### src/rtl/upgrade_spawner_pkg.sv
// Shared game package.
// Holds the upgrade spawner state encoding, the playfield bounds used by the
// ball and upgrade modules, the LFSR tap mask, and a small distance helper.
package upgrade_spawner_pkg;

    // Playfield bounds for object centres (inclusive), shared with the ball logic.
    localparam int unsigned PLAYFIELD_X_MIN = 40;
    localparam int unsigned PLAYFIELD_X_MAX = 600;
    localparam int unsigned PLAYFIELD_Y_MIN = 40;
    localparam int unsigned PLAYFIELD_Y_MAX = 440;

    // 10-bit Fibonacci LFSR, polynomial x^10 + x^7 + 1.
    // Feedback is the XOR of bits 9 and 6; the result shifts in at bit 0.
    localparam int unsigned LFSR_W    = 10;
    localparam logic [9:0]  LFSR_TAPS = 10'h240;

    typedef enum logic [2:0] {
        S_WAIT   = 3'd0,
        S_PICK_X = 3'd1,
        S_PICK_Y = 3'd2,
        S_CHECK  = 3'd3,
        S_SPAWN  = 3'd4,
        S_ACTIVE = 3'd5
    } spawner_state_t;

    // |a - b| widened to 11 bits so it can be compared against an 11-bit reach
    // value without any wrap.
    function automatic logic [10:0] abs_diff11(input logic [9:0] a, input logic [9:0] b);
        logic [10:0] diff;
        if (a >= b) begin
            diff = {1'b0, a - b};
        end else begin
            diff = {1'b0, b - a};
        end
        return diff;
    endfunction

endpackage

### src/rtl/upgrade_spawner_lfsr10.sv
// 10-bit Fibonacci LFSR (x^10 + x^7 + 1), generic random source.
// Ports:
//   clk   - clock
//   srst  - synchronous active-high reset, loads SEED (0 is replaced by 1)
//   step  - advance one position when high
//   value - current LFSR contents, never zero
module lfsr10
    import upgrade_spawner_pkg::*;
#(
    parameter logic [9:0] SEED = 10'h1A5
) (
    input  logic       clk,
    input  logic       srst,
    input  logic       step,
    output logic [9:0] value
);

    // An all-zero state would lock the LFSR, so a zero seed is promoted to 1.
    localparam logic [9:0] SEED_SAFE = (SEED == 10'd0) ? 10'd1 : SEED;

    logic [9:0] value_reg;
    logic       feedback;

    assign feedback = ^(value_reg & LFSR_TAPS);

    always_ff @(posedge clk) begin
        if (srst) begin
            value_reg <= SEED_SAFE;
        end else if (step) begin
            value_reg <= {value_reg[8:0], feedback};
        end
    end

    assign value = value_reg;

endmodule

### src/rtl/upgrade_spawner.sv
// Upgrade spawner: producer end of the upgrade pickup interface.
// Places one upgrade on the playfield, waits for a collector to pick it up,
// hides it for a cooldown, then respawns it at a random position that keeps
// clear of both players. Runs once per frame on frame_clk.
// Ports:
//   frame_clk            - frame clock
//   Reset                - synchronous active-high reset
//   enable               - game running; freezes the wait counter when low
//   collected            - pickup level from the collectors (used in ACTIVE only)
//   BallX/BallY          - player 1 centre
//   Ball2X/Ball2Y        - player 2 centre
//   Ball_Size            - ball half-size
//   UpgradeX/UpgradeY    - upgrade centre (held after pickup)
//   Upgrade_Size         - constant upgrade half-size
//   upgrade_valid        - upgrade visible and collectable
//   respawn              - one-cycle pulse on each spawn
//   spawn_count          - spawns since reset, saturating at 255
module upgrade_spawner
    import upgrade_spawner_pkg::*;
#(
    parameter int unsigned COOLDOWN_FRAMES = 300,
    parameter int unsigned INITIAL_DELAY   = 60,
    parameter int unsigned UPGRADE_SIZE    = 8,
    parameter int unsigned X_MIN           = PLAYFIELD_X_MIN,
    parameter int unsigned X_MAX           = PLAYFIELD_X_MAX,
    parameter int unsigned Y_MIN           = PLAYFIELD_Y_MIN,
    parameter int unsigned Y_MAX           = PLAYFIELD_Y_MAX,
    parameter int unsigned CLEARANCE       = 16,
    parameter logic [9:0]  LFSR_SEED       = 10'h1A5,
    parameter int unsigned MAX_TRIES       = 8
) (
    input  logic       frame_clk,
    input  logic       Reset,
    input  logic       enable,
    input  logic       collected,
    input  logic [9:0] BallX,
    input  logic [9:0] BallY,
    input  logic [9:0] Ball2X,
    input  logic [9:0] Ball2Y,
    input  logic [9:0] Ball_Size,
    output logic [9:0] UpgradeX,
    output logic [9:0] UpgradeY,
    output logic [9:0] Upgrade_Size,
    output logic       upgrade_valid,
    output logic       respawn,
    output logic [7:0] spawn_count
);

    localparam int unsigned CNT_W = 16;
    localparam int unsigned TRY_W = $clog2(MAX_TRIES + 1);

    localparam logic [9:0]       X_MIN_V    = 10'(X_MIN);
    localparam logic [9:0]       X_MAX_V    = 10'(X_MAX);
    localparam logic [9:0]       Y_MIN_V    = 10'(Y_MIN);
    localparam logic [9:0]       Y_MAX_V    = 10'(Y_MAX);
    localparam logic [9:0]       FALLBACK_X = 10'((X_MIN + X_MAX) / 2);
    localparam logic [9:0]       FALLBACK_Y = 10'((Y_MIN + Y_MAX) / 2);
    localparam logic [10:0]      REACH_BASE = 11'(UPGRADE_SIZE + CLEARANCE);
    localparam logic [CNT_W-1:0] COOLDOWN_V = CNT_W'(COOLDOWN_FRAMES);
    localparam logic [CNT_W-1:0] INITIAL_V  = CNT_W'(INITIAL_DELAY);
    localparam logic [TRY_W-1:0] TRIES_MAX  = TRY_W'(MAX_TRIES);

    spawner_state_t   state_reg;
    logic [CNT_W-1:0] wait_cnt_reg;
    logic [TRY_W-1:0] tries_reg;
    logic [TRY_W-1:0] tries_next;
    logic [9:0]       cand_x_reg;
    logic [9:0]       cand_y_reg;
    logic             cand_bad_reg;   // candidate already failed the range test
    logic [9:0]       upgrade_x_reg;
    logic [9:0]       upgrade_y_reg;
    logic             upgrade_valid_reg;
    logic             respawn_reg;
    logic [7:0]       spawn_count_reg;

    logic [9:0]       lfsr_value;
    logic             x_in_range;
    logic             y_in_range;
    logic [10:0]      reach;
    logic [9:0]       ball_x [2];
    logic [9:0]       ball_y [2];
    logic [1:0]       ball_hit;
    logic             reject;

    // The random source runs every non-reset cycle, independent of enable,
    // so a paused game still changes where the next upgrade lands.
    lfsr10 #(
        .SEED (LFSR_SEED)
    ) u_lfsr (
        .clk   (frame_clk),
        .srst  (Reset),
        .step  (1'b1),
        .value (lfsr_value)
    );

    assign x_in_range = (lfsr_value >= X_MIN_V) && (lfsr_value <= X_MAX_V);
    assign y_in_range = (lfsr_value >= Y_MIN_V) && (lfsr_value <= Y_MAX_V);

    // Overlap box half-width per ball; 11 bits so Ball_Size near 1023 cannot wrap.
    assign reach = {1'b0, Ball_Size} + REACH_BASE;

    assign ball_x[0] = BallX;
    assign ball_y[0] = BallY;
    assign ball_x[1] = Ball2X;
    assign ball_y[1] = Ball2Y;

    generate
        for (genvar gi = 0; gi < 2; gi++) begin : g_ball
            logic [10:0] dx;
            logic [10:0] dy;
            assign dx           = abs_diff11(cand_x_reg, ball_x[gi]);
            assign dy           = abs_diff11(cand_y_reg, ball_y[gi]);
            assign ball_hit[gi] = (dx <= reach) && (dy <= reach);
        end
    endgenerate

    assign reject     = cand_bad_reg || (|ball_hit);
    assign tries_next = tries_reg + 1'b1;

    always_ff @(posedge frame_clk) begin
        if (Reset) begin
            state_reg         <= S_WAIT;
            wait_cnt_reg      <= INITIAL_V;
            tries_reg         <= '0;
            cand_x_reg        <= '0;
            cand_y_reg        <= '0;
            cand_bad_reg      <= 1'b0;
            upgrade_x_reg     <= '0;
            upgrade_y_reg     <= '0;
            upgrade_valid_reg <= 1'b0;
            respawn_reg       <= 1'b0;
            spawn_count_reg   <= '0;
        end else begin
            respawn_reg <= 1'b0;
            case (state_reg)
                S_WAIT: begin
                    if (enable) begin
                        if (wait_cnt_reg == '0) begin
                            state_reg <= S_PICK_X;
                        end else begin
                            wait_cnt_reg <= wait_cnt_reg - 1'b1;
                        end
                    end
                end

                S_PICK_X: begin
                    cand_x_reg   <= lfsr_value;
                    cand_bad_reg <= !x_in_range;
                    state_reg    <= S_PICK_Y;
                end

                // Y takes the LFSR value one step after X.
                S_PICK_Y: begin
                    cand_y_reg   <= lfsr_value;
                    cand_bad_reg <= cand_bad_reg || !y_in_range;
                    state_reg    <= S_CHECK;
                end

                // Outputs are registered on the way into SPAWN so that
                // respawn, upgrade_valid and the new position appear together.
                S_CHECK: begin
                    if (!reject || (tries_next == TRIES_MAX)) begin
                        upgrade_x_reg     <= reject ? FALLBACK_X : cand_x_reg;
                        upgrade_y_reg     <= reject ? FALLBACK_Y : cand_y_reg;
                        upgrade_valid_reg <= 1'b1;
                        respawn_reg       <= 1'b1;
                        if (spawn_count_reg != 8'hFF) begin
                            spawn_count_reg <= spawn_count_reg + 1'b1;
                        end
                        state_reg <= S_SPAWN;
                    end else begin
                        state_reg <= S_PICK_X;
                    end
                    if (reject) begin
                        tries_reg <= tries_next;
                    end
                end

                S_SPAWN: begin
                    tries_reg <= '0;
                    state_reg <= S_ACTIVE;
                end

                S_ACTIVE: begin
                    if (collected) begin
                        upgrade_valid_reg <= 1'b0;
                        wait_cnt_reg      <= COOLDOWN_V;
                        state_reg         <= S_WAIT;
                    end
                end

                default: begin
                    state_reg <= S_WAIT;
                end
            endcase
        end
    end

    assign UpgradeX      = upgrade_x_reg;
    assign UpgradeY      = upgrade_y_reg;
    assign Upgrade_Size  = 10'(UPGRADE_SIZE);
    assign upgrade_valid = upgrade_valid_reg;
    assign respawn       = respawn_reg;
    assign spawn_count   = spawn_count_reg;

endmodule

### config.mk
export PLATFORM = sky130hd
export DESIGN_NAME = upgrade_spawner
export DESIGN_NICKNAME = d
export VERILOG_FILES = /design/src/rtl/upgrade_spawner_pkg.sv /design/src/rtl/upgrade_spawner_lfsr10.sv /design/src/rtl/upgrade_spawner.sv
export SDC_FILE = /design/constraint.sdc
export NUM_CORES = 1
export LEC_CHECK = 0
export BUFFER_PORTS_ARGS = -buffer_cell sky130_fd_sc_hd__buf_2
export CORE_MARGIN = 5
export CORE_UTILIZATION = 60
export CTS_CLUSTER_DIAMETER = 150
export DETAILED_ROUTE_END_ITERATION = 10
export PLACE_DENSITY = 0.93
export SLEW_MARGIN = 30
export SYNTH_ARGS = -nofsm -noshare
export SYNTH_HDL_FRONTEND = slang
export SYNTH_SLANG_ARGS = --single-unit
export TNS_END_PERCENT = 100
### constraint.sdc
create_clock -name frame_clk -period 6.2 [get_ports frame_clk]
set_input_delay 0.31 -clock frame_clk [delete_from_list [all_inputs] [get_ports frame_clk]]
set_output_delay 0.31 -clock frame_clk [all_outputs]
set_load 0.05 [all_outputs]
==> results of run 1 <==
[cell families after synthesis]
kind of cell	Yosys count	synth area share, %
muxes	33	4.51
and+or+nand+nor	264	16.7
other	2	0.0974
DFF	84	21.8
AOI/OAI and AO/OA	252	22.2
buffers and inverters	128	7.06
adders and majority gates	128	21.5
xor gates and xnor gates	54	6.13
[how the worst max path moves through the flow]
| stage | slack [ns] | to |
|---|---|---|
| 4_1_cts | 0.87 | UpgradeY[4] |
| 5_1_grt | 0.46 | UpgradeY[4] |
| 2_1_floorplan | 1.74 | UpgradeX[0] |
| 3_5_place_dp | 0.92 | UpgradeY[4] |
| 3_3_place_gp | 1.05 | UpgradeY[6] |
| 6_report | 0.80 | UpgradeY[4] |
[synthesized netlist by cell type, types with 4 or more instances]
master    count  share of area, %
mux2_2       14               2.0
dfxtp_1      84                22
nand3_1      22               1.4
xnor2_1      34               3.9
a31oi_1      10              0.81
nor2b_1      18               1.5
o22ai_1       4              0.32
nor2_1       78               3.8
nand4_1      14               1.1
or3_1         5              0.41
a21oi_1      82               5.3
o211ai_1      5              0.49
mux2i_1      19               2.5
o221a_2       6              0.88
and3_1        7              0.57
buf_2         5              0.32
xor2_1       20               2.3
o21bai_1      8              0.78
a22oi_1       6              0.58
a21o_1       30               2.9
or2_2         9              0.73
buf_4        13               1.3
clkbuf_1     17              0.83
a211oi_1     14               1.4
o21a_1        9              0.88
inv_1        91               4.4
ha_1        120                19
fa_1          8               2.1
nand2b_1     10              0.81
a22o_1       16               1.8
o21ai_0      28               1.8
nor3_1       16               1.0
nand2_1      65               3.2
o311a_1       4              0.52
[worst max-delay path: stages, from the launching register on]
cell and delay (ns):
dfxtp_1 0.36, inv_1 0.10, ha_1 0.14, inv_1 0.06, fa_1 0.40, a21o_1 0.17, a21oi_1 0.24, o211ai_1 0.14
a21oi_2 0.70, mux2i_1 0.34, a21oi_1 0.10, o21ai_0 0.19, xor2_1 0.27, ha_1 0.31, a21o_1 0.17, a211oi_1 0.25
o211a_1 0.23, o22ai_4 0.12, a21oi_2 0.44, nor2_1 0.23, o221a_2 0.32
[power by group through the flow]
| stage | Sequential [mW] | Clock (mW) | Combinational, mW |
|---|---|---|---|
| CTS | 0.557 | 0.540 | 0.374 |
| global placement | 0.569 | 0 | 0.356 |
| floorplan | 0.566 | 0 | 0.277 |
| detailed placement | 0.569 | 0 | 0.369 |
| finish | 0.558 | 0.535 | 0.383 |
| global route | 0.559 | 0.568 | 0.420 |
[final cells by class]
type / instances / area [um2] / share of cell area, %
multi-input cells: 741 / 5520 / 64.9
flip-flops and latches: 84 / 1680 / 19.8
repair buffers: 88 / 453 / 5.32
inverters: 91 / 342 / 4.01
clock buffers: 12 / 246 / 2.90
well taps: 172 / 215 / 2.53
clock inverters: 4 / 48.8 / 0.573
[metrics by stage]
stage / hold slack [ns] / std cells / total power, mW / utilization, % / area, um2
2_1_floorplan: 0.438 / 953 / 0.843 / - / 7740
3_3_place_gp: 0.450 / 1176 / 0.925 / 65.1 / 8210
3_5_place_dp: 0.466 / 1176 / 0.938 / 65.1 / 8210
4_1_cts: 0.303 / 1192 / 1.47 / 67.4 / 8510
5_1_grt: 0.330 / 1192 / 1.55 / 67.4 / 8510
6_report: 0.306 / 1192 / 1.48 / 67.4 / 8510
[routing by layer]
metal,GRT usage [%],up-vias,wire (um)
li1,-,3473,-
met1,32.9,3372,8380
met2,45.5,339,9590
met3,5.58,89,1560
met4,15.2,0,1110
met5,0,-,0
==> qor.csv, run 1 <==
metric,value,unit
status,"complete, no violations",
setup.worst_path.start,cand_y_reg[0],
cts_htree_levels,3,
clock_path_buffers,2,
die_h,123,um
cts_resized,0,
swShare,30.7,%
post-place-ws,0.921,ns
fin_ws,0.799,ns
drive_gt1_share,13.9,%
rrSetupSlack,0.80,ns
grt_pass1_wl,33400,um
initial_core_util,61.1,%
p_leak,4.07,nW
numCtsBuffers,9,
p_switching,453,uW
finalNetCount,1197,
hp-start,collected,
r2r_end,UpgradeY[4],
p_clk_share,36.3,%
required,6.43,ns
arrival,5.63,ns
p_int,1.02,mW
cts_tree,done,
n_fill_cell,1016,
cts-root-buf,clkbuf_16,
fmax,0.185,GHz
irDropWorstVdd,0.150,mV
core,12600,um2
ant_nets,0,
tns,0,ns
io_buffers,83,
grt_pass1_vias,7089,
drc_errors,0,
overflow,0,
whs_path_depth,4,
grt_antenna_before_repair,0,
power_frac_seq,37.8,%
antenna-diode-count,0,
cts_setup_buffers,0,
critPathLaunchType,flop,
insertion_delay,0.34,ns
routed_wl,20600,um
syn_inst,945,
grt_max_degree,50,
synth-async-reset-ratio,0,%
min-delay-path-class,input pin to flop,
rr_worst_depth,20,
yosys_warnings,0,
tightest_slew,0.988,ns
mostFrequentLayoutCells,"ha_1 (120), inv_1 (91), dfxtp_1 (84)",
vias,7273,
setup_viol,0,
area_growth,10.3,%
whs_endpoint,state_reg[2],
track_usage,27.4,%
yosysSeqAreaShare,21.8,%
synth_seq_cells,84,
rsz0062_at_grt,no,
largest_register_ffs,16,
gp_congestion,0.992,
end_kind,flop,
slew_headroom,33.9,%
layout_commonest_cell,ha_1,
cts.clk_slew.worst_paths,0.06,ns
synth_flop_cell,dfxtp_1,
hpwl,16100,um
syn_area,7710,um2
clock_skew,0.00611,ns
viasPerCell,6.10,
pin_count,94,
r2r_start,cand_y_reg[0],
layout_min_cycle_time,5.40,ns
first_pass_iters,6,
core.rowCount,41,
avgSynthCellArea,8.16,um2
dieArea,15200,um2
netlist-cell-type-count,67,
synth-edff-count,0,
die_w,123,um
final.period_utilization,87.1,%
drt_iter0_markers,731,
cp_max_fo,15,
routedWlPerCell,17.3,um
critPathKind,flop to flop,
final_hold_viol_count,0,
maxCapViolations,0,
p_per_area,173,nW/um2
combPwrFrac,26.0,%
cts.sink_count,84,
slew_violations,0,
cts_hold_buf,0,
No activity file was read; power rests on OpenSTA's default activity.
==> run 2, diff against run 1 <==
--- a/config.mk
+++ b/config.mk
@@ -11,6 +11,7 @@
 export CTS_CLUSTER_DIAMETER = 150
 export DETAILED_ROUTE_END_ITERATION = 10
 export PLACE_DENSITY = 0.93
+export REMOVE_ABC_BUFFERS = 1
 export SLEW_MARGIN = 30
 export SYNTH_ARGS = -nofsm -noshare
 export SYNTH_HDL_FRONTEND = slang
==> qor.csv, run 2 (synthesized netlist as in run 1, its figures left out) <==
metric,value,unit
initial_core_util,61.1,%
power_frac_seq,38.0,%
dieArea,15200,um2
cts_tree,done,
p_leak,4.07,nW
grt_pass1_wl,32700,um
fin_ws,0.805,ns
post-place-ws,0.866,ns
layout_commonest_cell,ha_1,
combPwrFrac,26.0,%
drive_gt1_share,14.2,%
clock_skew,0.00676,ns
arrival,5.68,ns
cp_slowest_stage_delay,0.53,ns
instances_no_fill,1194,
cpMaxStageDelayCell,nor2_1,
final_hold_viol_count,0,
cts-root-buf,clkbuf_16,
cts_setup_buffers,0,
dp.cells,1179,
irDropWorstVdd,0.164,mV
cts.clk_slew.worst_paths,0.06,ns
tns,0,ns
required,6.49,ns
slew_violations,0,
insertion_delay,0.34,ns
cts_htree_levels,3,
core,12600,um2
die_w,123,um
numCtsBuffers,9,
fin_util,67.5,%
maxCapViolations,0,
final.period_utilization,87.0,%
setup.worst_path.start,cand_x_reg[0],
clock_path_buffers,2,
hp-start,collected,
pin_count,94,
routed_wl,20300,um
gp_congestion,0.938,
vias,7197,
rrSetupSlack,0.81,ns
viasPerCell,6.03,
p_per_area,172,nW/um2
p_clk_share,35.9,%
grt_pass1_vias,6869,
p_int,1.01,mW
final_area,8520,um2
swShare,31.1,%
cts_hold_buf,0,
first_pass_iters,5,
fmax,0.185,GHz
critPathKind,flop to flop,
cts_resized,0,
grt_antenna_before_repair,0,
core.rowCount,41,
io_buffers,83,
end_kind,flop,
layout_min_cycle_time,5.39,ns
area_growth,10.5,%
drc_errors,0,
whs_endpoint,state_reg[2],
rsz0062_at_grt,no,
routedWlPerCell,17.0,um
whs_path_depth,4,
p_switching,456,uW
grtUsageMet3,3.25,%
finalNetCount,1200,
antenna-diode-count,0,
overflow,0,
largest_register_ffs,16,
setup_viol,0,
r2r_start,cand_x_reg[0],
hold_ws,0.310,ns
ant_nets,0,
crit_top_cell,a21oi_1,
slew_headroom,53.2,%
grt_busiest_layer,met2,
status,"complete, no violations",
rr_worst_depth,21,
hpwl,15900,um
min-delay-path-class,input pin to flop,
use_met2,45.7,%
track_usage,26.9,%
cp_max_fo,9,
dpl-instance-area,8240,um2
drt_iter0_markers,643,
use_met1,34.8,%
r2r_end,UpgradeY[0],
grt_max_degree,50,
die_h,123,um
critPathBufInv,3,
tightest_slew,0.696,ns
crit_chain,inv_1 > ha_1 > inv_1 > fa_1 > a21oi_1 > a21o_1 > a211oi_1 > nor2_1 > mux2_2 > o2111a_1 > o21ai_1 > xor2_1 > ha_1 > a21o_1 > a21oi_1 > a21oi_1 > a22o_1 > a21o_1 > a21oi_1 > buf_4 > a22o_1,
critPathLaunchType,flop,
mostFrequentLayoutCells,"ha_1 (120), inv_1 (91), dfxtp_1 (84)",
cts.sink_count,84,
crit_family,compound AO/OA/AOI/OAI gates,
power,1.47,mW
-- run 2: worst min-delay path, cell delays in order --
cell	delay (ns)
buf_2	0.10
nand2_1	0.07
nand2_1	0.07
a21oi_1	0.06
-- run 2: how the worst max path moves through the flow --
| stage | end | slack (ns) | cells past startpoint |
|---|---|---|---|
| floorplan | UpgradeX[0] | 1.03 | 20 |
| global placement | UpgradeX[1] | 1.04 | 20 |
| detailed placement | UpgradeX[2] | 0.87 | 21 |
| CTS | UpgradeX[2] | 0.85 | 21 |
| global route | UpgradeY[0] | 0.44 | 22 |
| finish | UpgradeY[0] | 0.81 | 21 |
-- run 2: per-layer routing --
metal  wire length [um]  part of all wire, %
met5                  0                    0
met4                548                  2.7
met3               1420                  7.0
met2               9700                   48
met1               8590                   42
-- run 2: power by group through the flow --
stage	logic [mW]	registers [mW]	clock network (mW)
5_1_grt	0.423	0.559	0.554
3_5_place_dp	0.368	0.570	0
2_1_floorplan	0.267	0.566	0
4_1_cts	0.374	0.558	0.530
6_report	0.382	0.558	0.527
3_3_place_gp	0.356	0.570	0
-- run 2: area by class of cell --
cell class | instances | area (um2)
fill | 1047 | 4100
inverter | 91 | 342
tap | 172 | 215
sequential | 84 | 1680
clock inverter | 4 | 51.3
multi-input combinational | 741 | 5530
clock buffer | 11 | 233
timing repair buffer | 91 | 475
==> run 3, diff against run 2 <==
--- a/config.mk
+++ b/config.mk
@@ -5,12 +5,13 @@
 export SDC_FILE = /design/constraint.sdc
 export NUM_CORES = 1
 export LEC_CHECK = 0
+export ABC_AREA = 1
 export BUFFER_PORTS_ARGS = -buffer_cell sky130_fd_sc_hd__buf_2
 export CORE_MARGIN = 5
 export CORE_UTILIZATION = 60
 export CTS_CLUSTER_DIAMETER = 150
 export DETAILED_ROUTE_END_ITERATION = 10
-export PLACE_DENSITY = 0.93
+export PLACE_DENSITY = 0.92
 export REMOVE_ABC_BUFFERS = 1
 export SLEW_MARGIN = 30
 export SYNTH_ARGS = -nofsm -noshare
==> qor.csv, run 3 <==
metric,value,unit
cts.clk_slew.worst_paths,0.06,ns
status,"complete, no violations",
synth.area.mux_share,1.04,%
insertion_delay,0.35,ns
area_growth,8.33,%
routed_wl,22800,um
end_kind,flop,
cts_tree,done,
routedWlPerCell,15.0,um
synth_seq_cells,84,
avgSynthCellArea,6.81,um2
rsz0062_at_grt,no,
final.period_utilization,73.5,%
die_w,130,um
n_fill_cell,1266,
layout_commonest_cell,nand2_1,
cts.sink_count,84,
layout_min_cycle_time,4.56,ns
dieArea,16900,um2
arrival,4.80,ns
clock_skew,0.0118,ns
min-delay-path-class,input pin to flop,
first_pass_iters,6,
clock_path_buffers,2,
syn_area,8650,um2
final_hold_viol_count,0,
synth.most_common_cell,nand2_1,
grt_max_degree,41,
drive_gt1_share,11.3,%
yosys-top-cells-area,"dfxtp_1 (19%), ha_1 (17%), nand2_1 (11%)",
synth_compound_area_share,18.9,%
die_h,130,um
mostFrequentLayoutCells,"nand2_1 (244), inv_1 (219), ha_1 (120)",
yosysSeqAreaShare,19.4,%
grt_pass1_wl,38200,um
tightest_slew,0.943,ns
cts_hold_buf,0,
yosys.area.top_type,dfxtp_1,
cp_max_fo,20,
cts-root-buf,clkbuf_16,
tns,0,ns
critPathKind,flop to flop,
grt_pass1_vias,8253,
required,6.44,ns
synthXorXnorAreaFrac,5.97,%
synth_top_family_by_area,simple AND/OR/NAND/NOR gates,
viasPerCell,5.59,
cts_setup_buffers,0,
dpl-instance-area,9100,um2
drc_errors,0,
p_leak,4.77,nW
slew_headroom,37.1,%
yosys_warnings,0,
core,14000,um2
synthTopCellsByCount,"nand2_1 (244), inv_1 (219), ha_1 (120)",
ant_nets,0,
yosys.area_share.adder,19.2,%
fin_util,67.0,%
synth-edff-count,0,
synth_flop_cell,dfxtp_1,
fmax,0.219,GHz
gp_congestion,0.980,
finalNetCount,1516,
vias,8480,
syn_inst,1270,
synth_top_area_share,19.4,%
overflow,0,
hpwl,18500,um
p_per_area,155,nW/um2
final_area,9380,um2
grt_antenna_before_repair,0,
track_usage,27.5,%
cts_htree_levels,3,
irDropWorstVdd,0.226,mV
drt_iter0_markers,831,
numCtsBuffers,9,
antenna-diode-count,0,
synth-simple-area-share,22.9,%
pin_count,94,
netlist-cell-type-count,54,
maxCapViolations,0,
hold_ws,0.311,ns
setup_viol,0,
io_buffers,83,
synth-async-reset-ratio,0,%
slew_violations,0,
critPathLaunchType,flop,
initial_core_util,61.9,%
largest_register_ffs,16,
core.rowCount,43,
cts_resized,0,
## run 3: cell types whose count changed after synthesis, sizes merged, moves of 16 or more
cell / previous run / this run
xor2: 20 / 48
a22o: 16 / 0
a21o: 30 / 8
inv: 91 / 224
xnor2: 34 / 11
o21ai: 30 / 99
nand2: 65 / 257
nor2: 78 / 109
nor2b: 18 / 0
nand3: 23 / 42
a21oi: 84 / 122
## run 3: kinds of logic (layout without fill, tap and decap cells)
group                    count (synthesis)  after routing
AND/OR/NAND/NOR                        444            444
other                                    2             10
XOR/XNOR                                59             59
buffers and inverters                  264            324
flip-flops                              84             84
AO/OA/AOI/OAI                          280            280
multiplexers                             9              9
adder cells (fa/ha/maj)                128            128
## run 3: final timing paths
| check | from | to | slack, ns | depth (start not counted) |
|---|---|---|---|---|
| worst min register to register | UpgradeX[9] | UpgradeX[9] | 0.46 | 2 |
| worst max-delay path | cand_x_reg[0] | UpgradeY[4] | 1.64 | 23 |
| worst min-delay path | collected | state_reg[0] | 0.31 | 4 |
| worst max register to register | cand_x_reg[0] | UpgradeY[4] | 1.64 | 23 |
## run 3: metrics by stage
stage               total power [mW]  setup slack [ns]  instances
detailed placement             0.961              1.70       1503
floorplan                      0.853              2.40       1238
finish                          1.46              1.64       1518
global route                    1.54              1.16       1518
global placement               0.948              1.85       1503
CTS                             1.46              1.67       1518
## run 3: worst max-delay path: stages (launching register included)
cell and delay (ns):
dfxtp_1 0.37, inv_1 0.16, ha_1 0.21, inv_1 0.09, fa_1 0.43, nand3_1 0.12
o2111ai_2 0.42, nand2_1 0.22, o21ai_0 0.10, nand2_1 0.09, nand2_1 0.06, ha_1 0.30
nand2_1 0.08, nor2_1 0.17, nand2_1 0.07, nand2_1 0.05, nand2_1 0.04, nand2_1 0.05
nand2_1 0.05, nand2_1 0.11, nand3_4 0.14, nor2_2 0.75, a21oi_1 0.19, o21a_1 0.17
## run 3: report_power, final
group,internal (mW),leakage (nW),switching (mW)
Clock,0.273,0.136,0.226
Sequential,0.547,0.681,0.00718
Combinational,0.142,3.95,0.260
## run 3: area by class of cell
type / instances / area [um2] / share of cell area (%)
Clock buffer: 9 / 225 / 2.40
Clock inverter: 6 / 48.8 / 0.520
Inverter: 224 / 841 / 8.97
Multi-Input combinational cell: 930 / 5920 / 63.2
Sequential cell: 84 / 1680 / 17.9
Tap cell: 180 / 225 / 2.40
Timing Repair Buffer: 85 / 430 / 4.59
## run 3: metal layers
metal | global-route usage, % | vias up | wire length (um)
met5 | 0 | - | 0
li1 | - | 4230 | -
met4 | 9.41 | 0 | 581
met1 | 35.9 | 3890 | 9840
met2 | 46.6 | 307 | 10800
met3 | 4.18 | 53 | 1630
